$ cat src/rtl/mult_parity_core_pkg.sv
// Shared types and widths for the parity-checked iterative signed multiplier.
package mult_pkg;

   localparam int unsigned OP_W  = 16;
   localparam int unsigned RES_W = 32;

   typedef enum logic [1:0] {
      ST_IDLE,
      ST_ACK,
      ST_CALC,
      ST_DONE
   } state_t;

   // Magnitude of a two's-complement operand; -32768 maps to 0x8000 unsigned.
   function automatic logic [OP_W-1:0] op_mag(input logic [OP_W-1:0] v);
      return v[OP_W-1] ? ((~v) + OP_W'(1)) : v;
   endfunction

endpackage

$ cat src/rtl/mult_parity_core_if.sv
// Request/result bundle between a requester (master) and mult_parity_core (slave).
interface mult_parity_core_if;

   logic                      req;
   logic                      ack;
   logic [mult_pkg::OP_W-1:0] arg_a;
   logic                      arg_a_parity;
   logic [mult_pkg::OP_W-1:0] arg_b;
   logic                      arg_b_parity;
   logic [mult_pkg::RES_W-1:0] result;
   logic                      result_parity;
   logic                      result_rdy;
   logic                      arg_parity_error;

   modport master (
      output req, arg_a, arg_a_parity, arg_b, arg_b_parity,
      input  ack, result, result_parity, result_rdy, arg_parity_error
   );

   modport slave (
      input  req, arg_a, arg_a_parity, arg_b, arg_b_parity,
      output ack, result, result_parity, result_rdy, arg_parity_error
   );

endinterface

$ cat src/rtl/mult_iter_dp.sv
// Sign-magnitude shift-add datapath retiring BITS_PER_CYCLE multiplier bits per step.
import mult_pkg::*;

module mult_iter_dp #(
   parameter int unsigned BITS_PER_CYCLE = 1
) (
   input  logic             clk,
   input  logic             rst_n,
   input  logic             load,
   input  logic             step,
   input  logic [OP_W-1:0]  a_in,
   input  logic [OP_W-1:0]  b_in,
   output logic             last,
   output logic [RES_W-1:0] prod_final
);

   localparam int unsigned N = OP_W / BITS_PER_CYCLE;

   logic [RES_W-1:0] acc;
   logic [RES_W-1:0] acc_nxt;
   logic [RES_W-1:0] mcand;
   logic [OP_W-1:0]  mplier;
   logic             neg;
   logic [3:0]       cnt;

   always_comb begin
      acc_nxt = acc;
      for (int unsigned j = 0; j < BITS_PER_CYCLE; j++) begin
         if (mplier[j]) acc_nxt = acc_nxt + (mcand << j);
      end
   end

   // Includes the in-flight step so the product is ready on the final CALC edge.
   assign prod_final = neg ? (RES_W'(0) - acc_nxt) : acc_nxt;
   assign last       = (cnt == 4'(N - 1));

   always_ff @(posedge clk or negedge rst_n) begin
      if (!rst_n) begin
         acc    <= '0;
         mcand  <= '0;
         mplier <= '0;
         neg    <= 1'b0;
         cnt    <= '0;
      end else if (load) begin
         acc    <= '0;
         mcand  <= {{(RES_W-OP_W){1'b0}}, op_mag(a_in)};
         mplier <= op_mag(b_in);
         neg    <= a_in[OP_W-1] ^ b_in[OP_W-1];
         cnt    <= '0;
      end else if (step) begin
         acc    <= acc_nxt;
         mcand  <= mcand << BITS_PER_CYCLE;
         mplier <= mplier >> BITS_PER_CYCLE;
         cnt    <= cnt + 4'd1;
      end
   end

endmodule

$ cat src/rtl/mult_parity_core.sv
// Request/ack front end with operand parity check around an iterative signed multiplier.
import mult_pkg::*;

module mult_parity_core #(
   parameter int unsigned BITS_PER_CYCLE = 1
) (
   input  logic               clk,
   input  logic               rst_n,
   mult_parity_core_if.slave  bus
);

   state_t           state;
   logic             armed;
   logic             ack_q;
   logic             rdy_q;
   logic             perr_q;
   logic             rpar_q;
   logic [RES_W-1:0] res_q;
   logic [OP_W-1:0]  cap_a;
   logic [OP_W-1:0]  cap_b;
   logic             cap_pa;
   logic             cap_pb;

   logic             bad_par;
   logic             dp_load;
   logic             dp_step;
   logic             dp_last;
   logic [RES_W-1:0] dp_prod;

   assign bad_par = ((^cap_a) != cap_pa) || ((^cap_b) != cap_pb);
   assign dp_load = (state == ST_ACK) && !bad_par;
   assign dp_step = (state == ST_CALC);

   mult_iter_dp #(
      .BITS_PER_CYCLE(BITS_PER_CYCLE)
   ) u_dp (
      .clk        (clk),
      .rst_n      (rst_n),
      .load       (dp_load),
      .step       (dp_step),
      .a_in       (cap_a),
      .b_in       (cap_b),
      .last       (dp_last),
      .prod_final (dp_prod)
   );

   always_ff @(posedge clk or negedge rst_n) begin
      if (!rst_n) begin
         state  <= ST_IDLE;
         armed  <= 1'b1;
         ack_q  <= 1'b0;
         rdy_q  <= 1'b0;
         perr_q <= 1'b0;
         rpar_q <= 1'b0;
         res_q  <= '0;
         cap_a  <= '0;
         cap_b  <= '0;
         cap_pa <= 1'b0;
         cap_pb <= 1'b0;
      end else begin
         ack_q <= 1'b0;
         rdy_q <= 1'b0;
         // A request held high past its ack must drop before it can start another op.
         if (!bus.req) armed <= 1'b1;
         case (state)
            ST_IDLE: begin
               if (bus.req && armed) begin
                  cap_a  <= bus.arg_a;
                  cap_b  <= bus.arg_b;
                  cap_pa <= bus.arg_a_parity;
                  cap_pb <= bus.arg_b_parity;
                  armed  <= 1'b0;
                  ack_q  <= 1'b1;
                  state  <= ST_ACK;
               end
            end
            ST_ACK: begin
               if (bad_par) begin
                  res_q  <= '0;
                  rpar_q <= 1'b0;
                  perr_q <= 1'b1;
                  rdy_q  <= 1'b1;
                  state  <= ST_DONE;
               end else begin
                  state  <= ST_CALC;
               end
            end
            ST_CALC: begin
               if (dp_last) begin
                  res_q  <= dp_prod;
                  rpar_q <= ^dp_prod;
                  perr_q <= 1'b0;
                  rdy_q  <= 1'b1;
                  state  <= ST_DONE;
               end
            end
            ST_DONE: state <= ST_IDLE;
            default: state <= ST_IDLE;
         endcase
      end
   end

   assign bus.ack              = ack_q;
   assign bus.result_rdy       = rdy_q;
   assign bus.result           = res_q;
   assign bus.result_parity    = rpar_q;
   assign bus.arg_parity_error = perr_q;

endmodule

$ cat src/flat_wrapper.sv
// flat-port wrapper written by rule: the top's interface ports become plain ports
module mult_parity_core_flat 
#(
   parameter int unsigned BITS_PER_CYCLE = 1
)
  (clk, rst_n, bus_req, bus_arg_a, bus_arg_a_parity, bus_arg_b, bus_arg_b_parity, bus_ack, bus_result, bus_result_parity, bus_result_rdy, bus_arg_parity_error);
  mult_parity_core_if bus_i ();
  input  logic clk;
  input  logic rst_n;
  input wire logic [$bits(bus_i.req)-1:0] bus_req;
  input wire logic [$bits(bus_i.arg_a)-1:0] bus_arg_a;
  input wire logic [$bits(bus_i.arg_a_parity)-1:0] bus_arg_a_parity;
  input wire logic [$bits(bus_i.arg_b)-1:0] bus_arg_b;
  input wire logic [$bits(bus_i.arg_b_parity)-1:0] bus_arg_b_parity;
  output wire logic [$bits(bus_i.ack)-1:0] bus_ack;
  output wire logic [$bits(bus_i.result)-1:0] bus_result;
  output wire logic [$bits(bus_i.result_parity)-1:0] bus_result_parity;
  output wire logic [$bits(bus_i.result_rdy)-1:0] bus_result_rdy;
  output wire logic [$bits(bus_i.arg_parity_error)-1:0] bus_arg_parity_error;
  assign bus_i.req = bus_req;
  assign bus_i.arg_a = bus_arg_a;
  assign bus_i.arg_a_parity = bus_arg_a_parity;
  assign bus_i.arg_b = bus_arg_b;
  assign bus_i.arg_b_parity = bus_arg_b_parity;
  assign bus_ack = bus_i.ack;
  assign bus_result = bus_i.result;
  assign bus_result_parity = bus_i.result_parity;
  assign bus_result_rdy = bus_i.result_rdy;
  assign bus_arg_parity_error = bus_i.arg_parity_error;
  mult_parity_core #(.BITS_PER_CYCLE(BITS_PER_CYCLE)) u_core (.clk(clk), .rst_n(rst_n), .bus(bus_i));
endmodule
$ cat config.mk
export PLATFORM = sky130hd
export DESIGN_NAME = mult_parity_core_flat
export DESIGN_NICKNAME = d
export VERILOG_FILES = /design/src/rtl/mult_parity_core_pkg.sv /design/src/rtl/mult_parity_core_if.sv /design/src/rtl/mult_iter_dp.sv /design/src/rtl/mult_parity_core.sv /design/src/flat_wrapper.sv
export SDC_FILE = /design/constraint.sdc
export NUM_CORES = 1
export LEC_CHECK = 0
export ABC_CLOCK_PERIOD_IN_PS = 4320
export CAP_MARGIN = 15
export CORE_ASPECT_RATIO = 1.5
export CORE_MARGIN = 1.5
export CORE_UTILIZATION = 30
export CTS_CLUSTER_SIZE = 25
export DETAILED_ROUTE_END_ITERATION = 12
export GPL_TIMING_DRIVEN = 0
export PLACE_DENSITY = 0.57
export SLEW_MARGIN = 20
export SYNTH_ARGS = -nofsm -noshare
export SYNTH_HDL_FRONTEND = slang
export SYNTH_SLANG_ARGS = --single-unit
$ cat constraint.sdc
create_clock -name clk -period 4.32 [get_ports clk]
set_clock_uncertainty 0.2 [all_clocks]
set_input_delay 0.864 -clock clk [delete_from_list [all_inputs] [get_ports clk]]
set_output_delay 0.864 -clock clk [all_outputs]
set_load 0.01 [all_outputs]
==> out/metrics.yaml, run 1 <==
status: "complete, but fails checks"
failed_checks: "negative setup slack"
crit_slowest_cell: "or4_4"
synth_area_um2: 11120
synthArstFlopShare_pct: 100.0
ys_ff_latch: 158
finalNetCount: 1425
n_antenna_cell: 0
drt-total-wl_um: 32620
tritoncts: "yes"
grt_pass1_vias: 9861
die_y_um: 238.8
portBuffers: 72
fmax_mhz: 215.9
syn_avg_cell_area_um2: 9.358
dp_hpwl_um: 24350
wl_per_cell_um: 17.80
dp.cells: 1745
fillers: 3689
ys_top_cells_by_area: "dfrtp_1 35%, xnor2_1 5.8%, ha_1 5.7%"
crit_family: "compound AO/OA/AOI/OAI gates"
max-cap-violations: 0
crit_type: "flip-flop to flip-flop"
cts_max_path_buffers: 2
crit_required_ns: 4.46
stdcell_count: 1833
placementRows: 86
path_cells: "ha_1 -> buf_4 -> nand3_2 -> a211oi_4 -> a21oi_4 -> or4_4 -> a311oi_4 -> mux2i_1 -> buf_4 -> buf_4 -> buf_4 -> buf_4 -> buf_4 -> nand2_2 -> nor3_4 -> nand2_1 -> a211oi_2 -> xor3_1 -> a22o_1"
critical_path.max_fanout: 10
grt_pass1_wl_um: 52430
yosysTopAreaCellShare_pct: 35.34
fin_crit_sh_pct: 107.2
setup_tns_ns: -0.3127
globalplace.congestion: 0.9041
syn-num-nets: 1277
grt_max_degree: 96
cts_root_buf: "clkbuf_16"
core_um2: 36590
final_layout_size_suffix_gt1_share_pct: 18.98
setup_viol: 1
fin_util_pct: 38.65
hold_viol_final: 0
start_util_pct: 30.39
rsz0062_at_grt: "yes"
worst-slew-pin-transition_ns: 0.9103
slew_headroom_pct: 39.31
yosys.area.top_type: "dfrtp_1"
ctsHoldBuffers: 0
max_stage_delay_ns: 0.46
via_per_inst: 5.193
drtPass1Iterations: 5
numCtsBuffers: 17
vias: 9518
area_growth_pct: 27.19
cpMostUsedCell: "buf_4"
die_w_um: 160.2
antenna_found_initial: 0
crit_buf_inv: 6
drtIter0Drc: 518
ys_warn_count: 0
ys_seq_area_share_pct: 35.58
yosysUniqueCellTypes: 92
synth_edf_count: 0
syn_inst: 1188
drcViolationCount: 0
worstSetupEndpointType: "flip-flop"
dieArea_um2: 38240
cts.sinks: 158
period_minus_slack_ns: 4.633
worst_slack_ns: -0.3127
clkLatencyLatePin_ns: 0.45
worstSetupStartpointType: "flip-flop"
cp.arrival_ns: 4.77
r2r_cells: 19
hold_class: "input pin to asynchronous set/reset pin"
htree_levels: 4
synth_top_flop_cell: "dfrtp_1"
drtAntennaViolNets: 0
grt_overflow: 0
globalRouteTotalUtil_pct: 17.45
clk_pin_slew_ns: 0.07
maxSlewViolCount: 0
ff2ff_setup_slack_ns: -0.31
cp.depth: 19
io_pins: 73
==> flip-flops by register name, summed over array words and instances (netlist names) <==
signal and cells:
u_core.armed 1, u_core.bus.ack 1, u_core.bus.arg_parity_error 1, u_core.bus.result 32, u_core.bus.result_parity 1, u_core.bus.result_rdy 1
u_core.cap_a 16, u_core.cap_b 16, u_core.cap_pa 1, u_core.cap_pb 1, u_core.state 2, u_core.u_dp.acc 32
u_core.u_dp.cnt 4, u_core.u_dp.mcand 32, u_core.u_dp.mplier 16, u_core.u_dp.neg 1
==> Yosys cell counts, drive strengths merged, types with 7 or more instances <==
library cell	number
dfrtp	157
nand2	122
nor2	88
o21ai	82
xnor2	75
mux2i	63
a21oi	51
ha	51
inv	49
clkbuf	44
a211oi	39
mux2	37
xor2	32
buf	24
nand3	22
nor3	19
a22o	17
nand4	16
or3	15
a21o	14
a31oi	13
a22oi	9
and3	9
o211ai	8
o21bai	8
o31ai	8
xnor3	8
nand2b	7
nor4	7
==> logic make-up (layout without fill, tap and decap cells) <==
| family | count (synthesis) | in the layout | share of synthesized area [%] |
|---|---|---|---|
| XOR/XNOR | 116 | 116 | 10.33 |
| AND/OR/NAND/NOR | 339 | 339 | 14.83 |
| flip-flops | 158 | 158 | 35.58 |
| buffers and inverters | 118 | 279 | 4.288 |
| adder cells (fa/ha/maj) | 52 | 52 | 5.920 |
| AO/OA/AOI/OAI | 305 | 305 | 19.53 |
| multiplexers | 100 | 100 | 9.522 |
==> metrics by stage <==
stage / setup WS [ns] / hold WS [ns] / area [µm²]
5_1_grt: -0.4026 / 0.1971 / 14140
3_3_place_gp: -4.599 / 0.2688 / 12460
6_report: -0.3127 / 0.1528 / 14140
4_1_cts: -0.2791 / 0.1730 / 13910
3_5_place_dp: -0.8186 / 0.2701 / 12490
2_1_floorplan: -0.1292 / 0.2561 / 11130
==> worst register-to-register path, delay by kind of cell, from the launching register on <==
family,cells,cell delay (ns)
AOI/OAI and AO/OA,5,1.25
and+or+nand+nor,5,0.92
buffers and inverters,6,0.68
DFF,1,0.45
xor gates and xnor gates,1,0.45
adders and majority gates,1,0.29
muxes,1,0.29
==> placed cells by master, fill, tap and decap left out, drive strengths merged, types with 6 or more instances in the layout <==
master         instances
o21ai                 82
or3                   15
buf                   79
o21a                   6
mux2i                 63
nand2b                 7
nand2                122
mux2                  37
and2                   6
xnor2                 75
nor4                   7
a31oi                 13
a21oi                 51
xor2                  32
o31ai                  8
a21boi                 6
inv                   53
and3                   9
o211ai                 8
o21bai                 8
xnor3                  8
nand4                 16
a211oi                39
a22oi                  9
clkdlybuf4s50         71
nor2                  88
clkbuf                66
a22o                  17
nor3                  19
nand3                 22
dfrtp                157
a21o                  14
ha                    51
==> worst paths after layout <==
path                                       endpoint          startpoint
min in group clk                       u_core.armed        u_core.armed
max in group asynchronous        u_core.u_dp.acc[5]               rst_n
max                        u_core.bus.result_parity  u_core.u_dp.acc[9]
min reg2reg                            u_core.armed        u_core.armed
min                           u_core.u_dp.mcand[17]               rst_n
max reg2reg                u_core.bus.result_parity  u_core.u_dp.acc[9]
==> final cells by class <==
cell class / count / area, µm² / area share (%)
multi-input combinational: 912 / 7213 / 51.01
sequential: 158 / 3968 / 28.06
timing repair buffer: 129 / 1190 / 8.415
tap: 484 / 605.6 / 4.283
clock buffer: 19 / 452.9 / 3.203
buffer: 68 / 324.1 / 2.292
clock inverter: 13 / 198.9 / 1.407
inverter: 50 / 187.7 / 1.327
==> layer usage <==
metal | wire length, µm | vias to the layer above | track usage (%)
li1 | - | 4561 | -
met1 | 12090 | 4616 | 17.82
met2 | 17640 | 244 | 33.21
met3 | 1015 | 97 | 2.533
met4 | 1881 | 0 | 10.76
met5 | 0 | - | 0
==> repair_timing <==
action	4_1_cts	5_1_grt
gates resized for setup	84	30
endpoints found under the setup margin	6	4
pin swaps	37	24
buffers inserted	43	13
gates cloned	0	0
Power of run 1 is left out: the tool's default activity adds up to more than one toggle a clock period on the data nets, which glitch-free logic cannot reach.
==> run 2, diff against run 1 <==
--- a/config.mk
+++ b/config.mk
@@ -14,7 +14,7 @@
 export DETAILED_ROUTE_END_ITERATION = 12
 export GPL_TIMING_DRIVEN = 0
 export PLACE_DENSITY = 0.57
-export SLEW_MARGIN = 20
+export SLEW_MARGIN = 0
 export SYNTH_ARGS = -nofsm -noshare
 export SYNTH_HDL_FRONTEND = slang
 export SYNTH_SLANG_ARGS = --single-unit
==> out/metrics.yaml, run 2 (synthesis gave the netlist of run 1 again) <==
start_util_pct: 30.39
cpMostUsedCell: "xnor3_1"
crit_slowest_cell: "dfrtp_2"
dp_hpwl_um: 24370
ff2ff_setup_slack_ns: -0.34
dpl-instance-area_um2: 12490
r2r_cells: 17
numCtsBuffers: 17
grt_max_degree: 99
tritoncts: "yes"
clk_pin_slew_ns: 0.07
dp.cells: 1745
dieArea_um2: 38240
final_layout_size_suffix_gt1_share_pct: 17.79
area_growth_pct: 26.11
cts_root_buf: "clkbuf_16"
stdcell_count: 1833
antenna_found_initial: 0
most-common-layout-cells: "149 x dfrtp_1, 121 x nand2_1, 87 x nor2_1"
drtIter0Drc: 539
worst-slew-pin-transition_ns: 0.9202
setup_tns_ns: -0.3402
fin_crit_sh_pct: 107.9
die_y_um: 238.8
max_stage_delay_ns: 0.45
grt_pass1_vias: 9929
worstSetupEndpointType: "flip-flop"
clkLatencyLatePin_ns: 0.45
worstSetupStartpointType: "flip-flop"
via_per_inst: 5.221
final_common_cell: "dfrtp_1"
portBuffers: 72
cp.arrival_ns: 4.79
core_um2: 36590
worst_slack_ns: -0.3402
maxSlewViolCount: 0
setup_viol: 1
finalNetCount: 1425
wl_per_cell_um: 17.73
status: "complete, but fails checks"
crit_type: "flip-flop to flip-flop"
drtAntennaViolNets: 0
critical_path.max_fanout: 6
path_cells: "ha_4 -> fa_2 -> a21oi_4 -> buf_12 -> o211ai_4 -> a21o_1 -> o211ai_1 -> a41oi_2 -> buf_4 -> nor3b_4 -> a21oi_2 -> xnor2_2 -> xnor3_1 -> xnor3_1 -> xnor3_1 -> xor3_1 -> a22o_1"
fin_area_um2: 14020
crit_required_ns: 4.45
vias: 9571
grt_pass1_wl_um: 52720
reg2reg_to: "u_core.bus.result_parity"
globalplace.congestion: 0.9041
globalRouteTotalUtil_pct: 17.54
period_minus_slack_ns: 4.660
max-cap-violations: 0
rsz0062_at_grt: "yes"
worstReg2RegStart: "u_core.u_dp.mcand[0]"
placementRows: 86
slew_headroom_pct: 38.65
n_antenna_cell: 0
drt-total-wl_um: 32500
drcViolationCount: 0
fmax_mhz: 214.6
cts_max_path_buffers: 2
io_pins: 73
die_w_um: 160.2
hold_class: "input pin to asynchronous set/reset pin"
htree_levels: 4
grt_overflow: 0
cts.sinks: 158
drtPass1Iterations: 5
hold_viol_final: 0
failed_checks: "negative setup slack"
-- run 2: repair_timing --
item	4_1_cts	5_1_grt
hold buffers	0	0
buffers inserted	53	3
endpoints found under the setup margin	6	4
resized for setup	79	5
pin swaps	45	4
-- run 2: area by class of cell --
type	instances	area (µm²)
fill	3735	22570
clock buffer	18	439.2
multi-input combinational	912	7098
buffer	68	309.0
tap	484	605.6
sequential	158	3965
timing repair buffer	129	1211
clock inverter	14	203.9
inverter	50	187.7
-- run 2: per-layer routing --
layer	up-vias	track usage, %	routed length [µm]
li1	4584	-	-
met1	4707	18.27	12320
met2	207	33.45	17730
met3	73	2.186	875
met4	0	10.34	1572
met5	-	0	0
-- run 2: worst max-delay path by stage --
stage	start	endpoint	slack, ns	cells past startpoint
floorplan	u_core.u_dp.acc[0]	u_core.bus.result_parity	-0.13	16
finish	u_core.u_dp.mcand[0]	u_core.bus.result_parity	-0.34	17
global route	u_core.u_dp.acc[13]	u_core.bus.result_parity	-0.50	21
global placement	rst_n	u_core.bus.result_rdy	-4.60	1
detailed placement	u_core.u_dp.mcand[0]	u_core.bus.result_parity	-0.82	15
CTS	u_core.u_dp.mcand[0]	u_core.bus.result_parity	-0.28	17
-- run 2: critical path, delay by kind of cell, from the launching register on --
| kind | cells | cell delay [ns] |
|---|---|---|
| compound gates | 7 | 1.29 |
| flops | 1 | 0.45 |
| simple gates | 1 | 0.25 |
| buf+inv | 2 | 0.33 |
| fa+ha+maj | 2 | 0.58 |
| xor+xnor | 5 | 1.45 |
-- run 2: per-stage QoR --
step | setup WS, ns | hold slack, ns | utilization [%]
6_report | -0.3402 | 0.1523 | 38.32
2_1_floorplan | -0.1292 | 0.2561 | -
4_1_cts | -0.2808 | 0.1566 | 38.20
3_5_place_dp | -0.8193 | 0.2701 | 34.14
5_1_grt | -0.5006 | 0.1813 | 38.32
3_3_place_gp | -4.599 | 0.2688 | 34.05
Power of run 2 is left out for the same reason.
==> run 3, diff against run 2 <==
--- a/config.mk
+++ b/config.mk
@@ -12,8 +12,9 @@
 export CORE_UTILIZATION = 30
 export CTS_CLUSTER_SIZE = 25
 export DETAILED_ROUTE_END_ITERATION = 12
+export DONT_BUFFER_PORTS = 1
 export GPL_TIMING_DRIVEN = 0
-export PLACE_DENSITY = 0.57
+export PLACE_DENSITY = 0.54
 export SLEW_MARGIN = 0
 export SYNTH_ARGS = -nofsm -noshare
 export SYNTH_HDL_FRONTEND = slang
==> out/metrics.yaml, run 3 (synthesis gave the netlist of run 1 again) <==
status: "complete, but fails checks"
failed_checks: "negative hold slack, negative setup slack"
grt_overflow: 0
grt_pass1_wl_um: 52630
ff2ff_setup_slack_ns: -0.34
worstReg2RegStart: "u_core.u_dp.acc[0]"
worst-slew-pin-transition_ns: 0.8238
cts.sinks: 158
r2r_cells: 17
fmax_mhz: 214.7
globalRouteTotalUtil_pct: 17.72
drtAntennaViolNets: 0
crit_type: "flip-flop to flip-flop"
slew_headroom_pct: 45.08
final_common_cell: "dfrtp_1"
area_growth_pct: 19.22
maxSlewViolCount: 0
die_y_um: 238.8
worstSetupEndpointType: "flip-flop"
hold_ws_ns: -0.08412
dp_hpwl_um: 24350
n_antenna_cell: 0
drtPass1Iterations: 7
numCtsBuffers: 17
die_w_um: 160.2
most-common-layout-cells: "151 x dfrtp_1, 119 x nand2_1, 86 x nor2_1"
rsz0062_at_grt: "yes"
fillers: 3785
antenna_found_initial: 0
dieArea_um2: 38240
hold_viol_final: 157
fin_crit_sh_pct: 107.8
final_layout_size_suffix_gt1_share_pct: 19.54
drt-total-wl_um: 32790
wl_per_cell_um: 18.65
setup_viol: 1
via_per_inst: 5.274
globalplace.congestion: 0.8743
vias: 9272
core_um2: 36590
drtIter0Drc: 483
multiInputGateArea_um2: 7204
worst_slack_ns: -0.3381
critical_path.max_fanout: 4
max-cap-violations: 0
cts_root_buf: "clkbuf_16"
period_minus_slack_ns: 4.658
worstSetupStartpointType: "flip-flop"
drcViolationCount: 0
portBuffers: 0
clkLatencyLatePin_ns: 0.46
seq_area_um2: 3963
cp.arrival_ns: 4.81
grt_max_degree: 159
cts_max_path_buffers: 2
htree_levels: 4
io_pins: 73
hold_class: "input pin to asynchronous set/reset pin"
finalNetCount: 1350
start_util_pct: 30.39
clk_pin_slew_ns: 0.07
placementRows: 86
crit_required_ns: 4.47
tritoncts: "yes"
grt_pass1_vias: 9590
reg2reg_to: "u_core.bus.result_parity"
## run 3: layout make-up
class / instances / area share, %
Tap cell: 484 / 4.569
Timing Repair Buffer: 55 / 3.389
Inverter: 50 / 1.416
Clock inverter: 12 / 0.6608
Sequential cell: 158 / 29.90
Clock buffer: 20 / 3.446
Multi-Input combinational cell: 912 / 54.36
Buffer: 67 / 2.266
## run 3: metrics by stage
step | std cells | setup WS, ns | instance area (µm²) | setup TNS [ns] | utilization (%)
2_1_floorplan | 1188 | -0.1292 | 11130 | -0.1292 | -
3_3_place_gp | 1672 | -0.8722 | 11740 | -1.723 | 32.08
3_5_place_dp | 1672 | -0.8387 | 11740 | -1.654 | 32.08
4_1_cts | 1754 | -0.2627 | 13130 | -0.2627 | 35.90
5_1_grt | 1758 | -0.5108 | 13250 | -0.6207 | 36.23
6_report | 1758 | -0.3381 | 13250 | -0.3381 | 36.23
## run 3: worst max-delay path, stage by stage, from the launching register on
cell	delay (ns)
dfrtp_2	0.44
ha_4	0.17
fa_2	0.39
a21oi_4	0.23
buf_12	0.14
o2111ai_4	0.19
a31oi_4	0.30
buf_4	0.15
xnor2_1	0.10
mux2_4	0.30
o31ai_4	0.29
xor2_2	0.21
mux2_2	0.36
a31oi_2	0.21
xnor2_2	0.16
xnor2_1	0.17
xor3_1	0.34
a22o_1	0.18
## run 3: metal layers
metal  global-route usage, %  vias up  part of all wire [%]
met5                       0        -                     0
met4                   10.42        0                   5.5
met3                   2.967       89                   3.3
met2                   33.69      216                    55
met1                   18.06     4535                    36
li1                        -     4432                     -
## run 3: what timing repair did
item | in CTS | in global routing
endpoints found under the setup margin | 7 | 3
hold endpoints to repair | 157 | 157
setup buffers | 51 | 5
pin swaps | 49 | 12
gates resized for setup | 88 | 14
## run 3: how the worst max path moves through the flow
| stage | start | endpoint | slack (ns) | cells after the start |
|---|---|---|---|---|
| 2_1_floorplan | u_core.u_dp.acc[0] | u_core.bus.result_parity | -0.13 | 16 |
| 3_3_place_gp | u_core.u_dp.acc[0] | u_core.bus.result_parity | -0.87 | 15 |
| 3_5_place_dp | u_core.u_dp.acc[0] | u_core.bus.result_parity | -0.84 | 15 |
| 4_1_cts | u_core.u_dp.mcand[0] | u_core.bus.result_parity | -0.26 | 17 |
| 5_1_grt | u_core.u_dp.mcand[0] | u_core.bus.result_parity | -0.51 | 18 |
| 6_report | u_core.u_dp.acc[0] | u_core.bus.result_parity | -0.34 | 17 |
Power of run 3 is left out for the same reason.
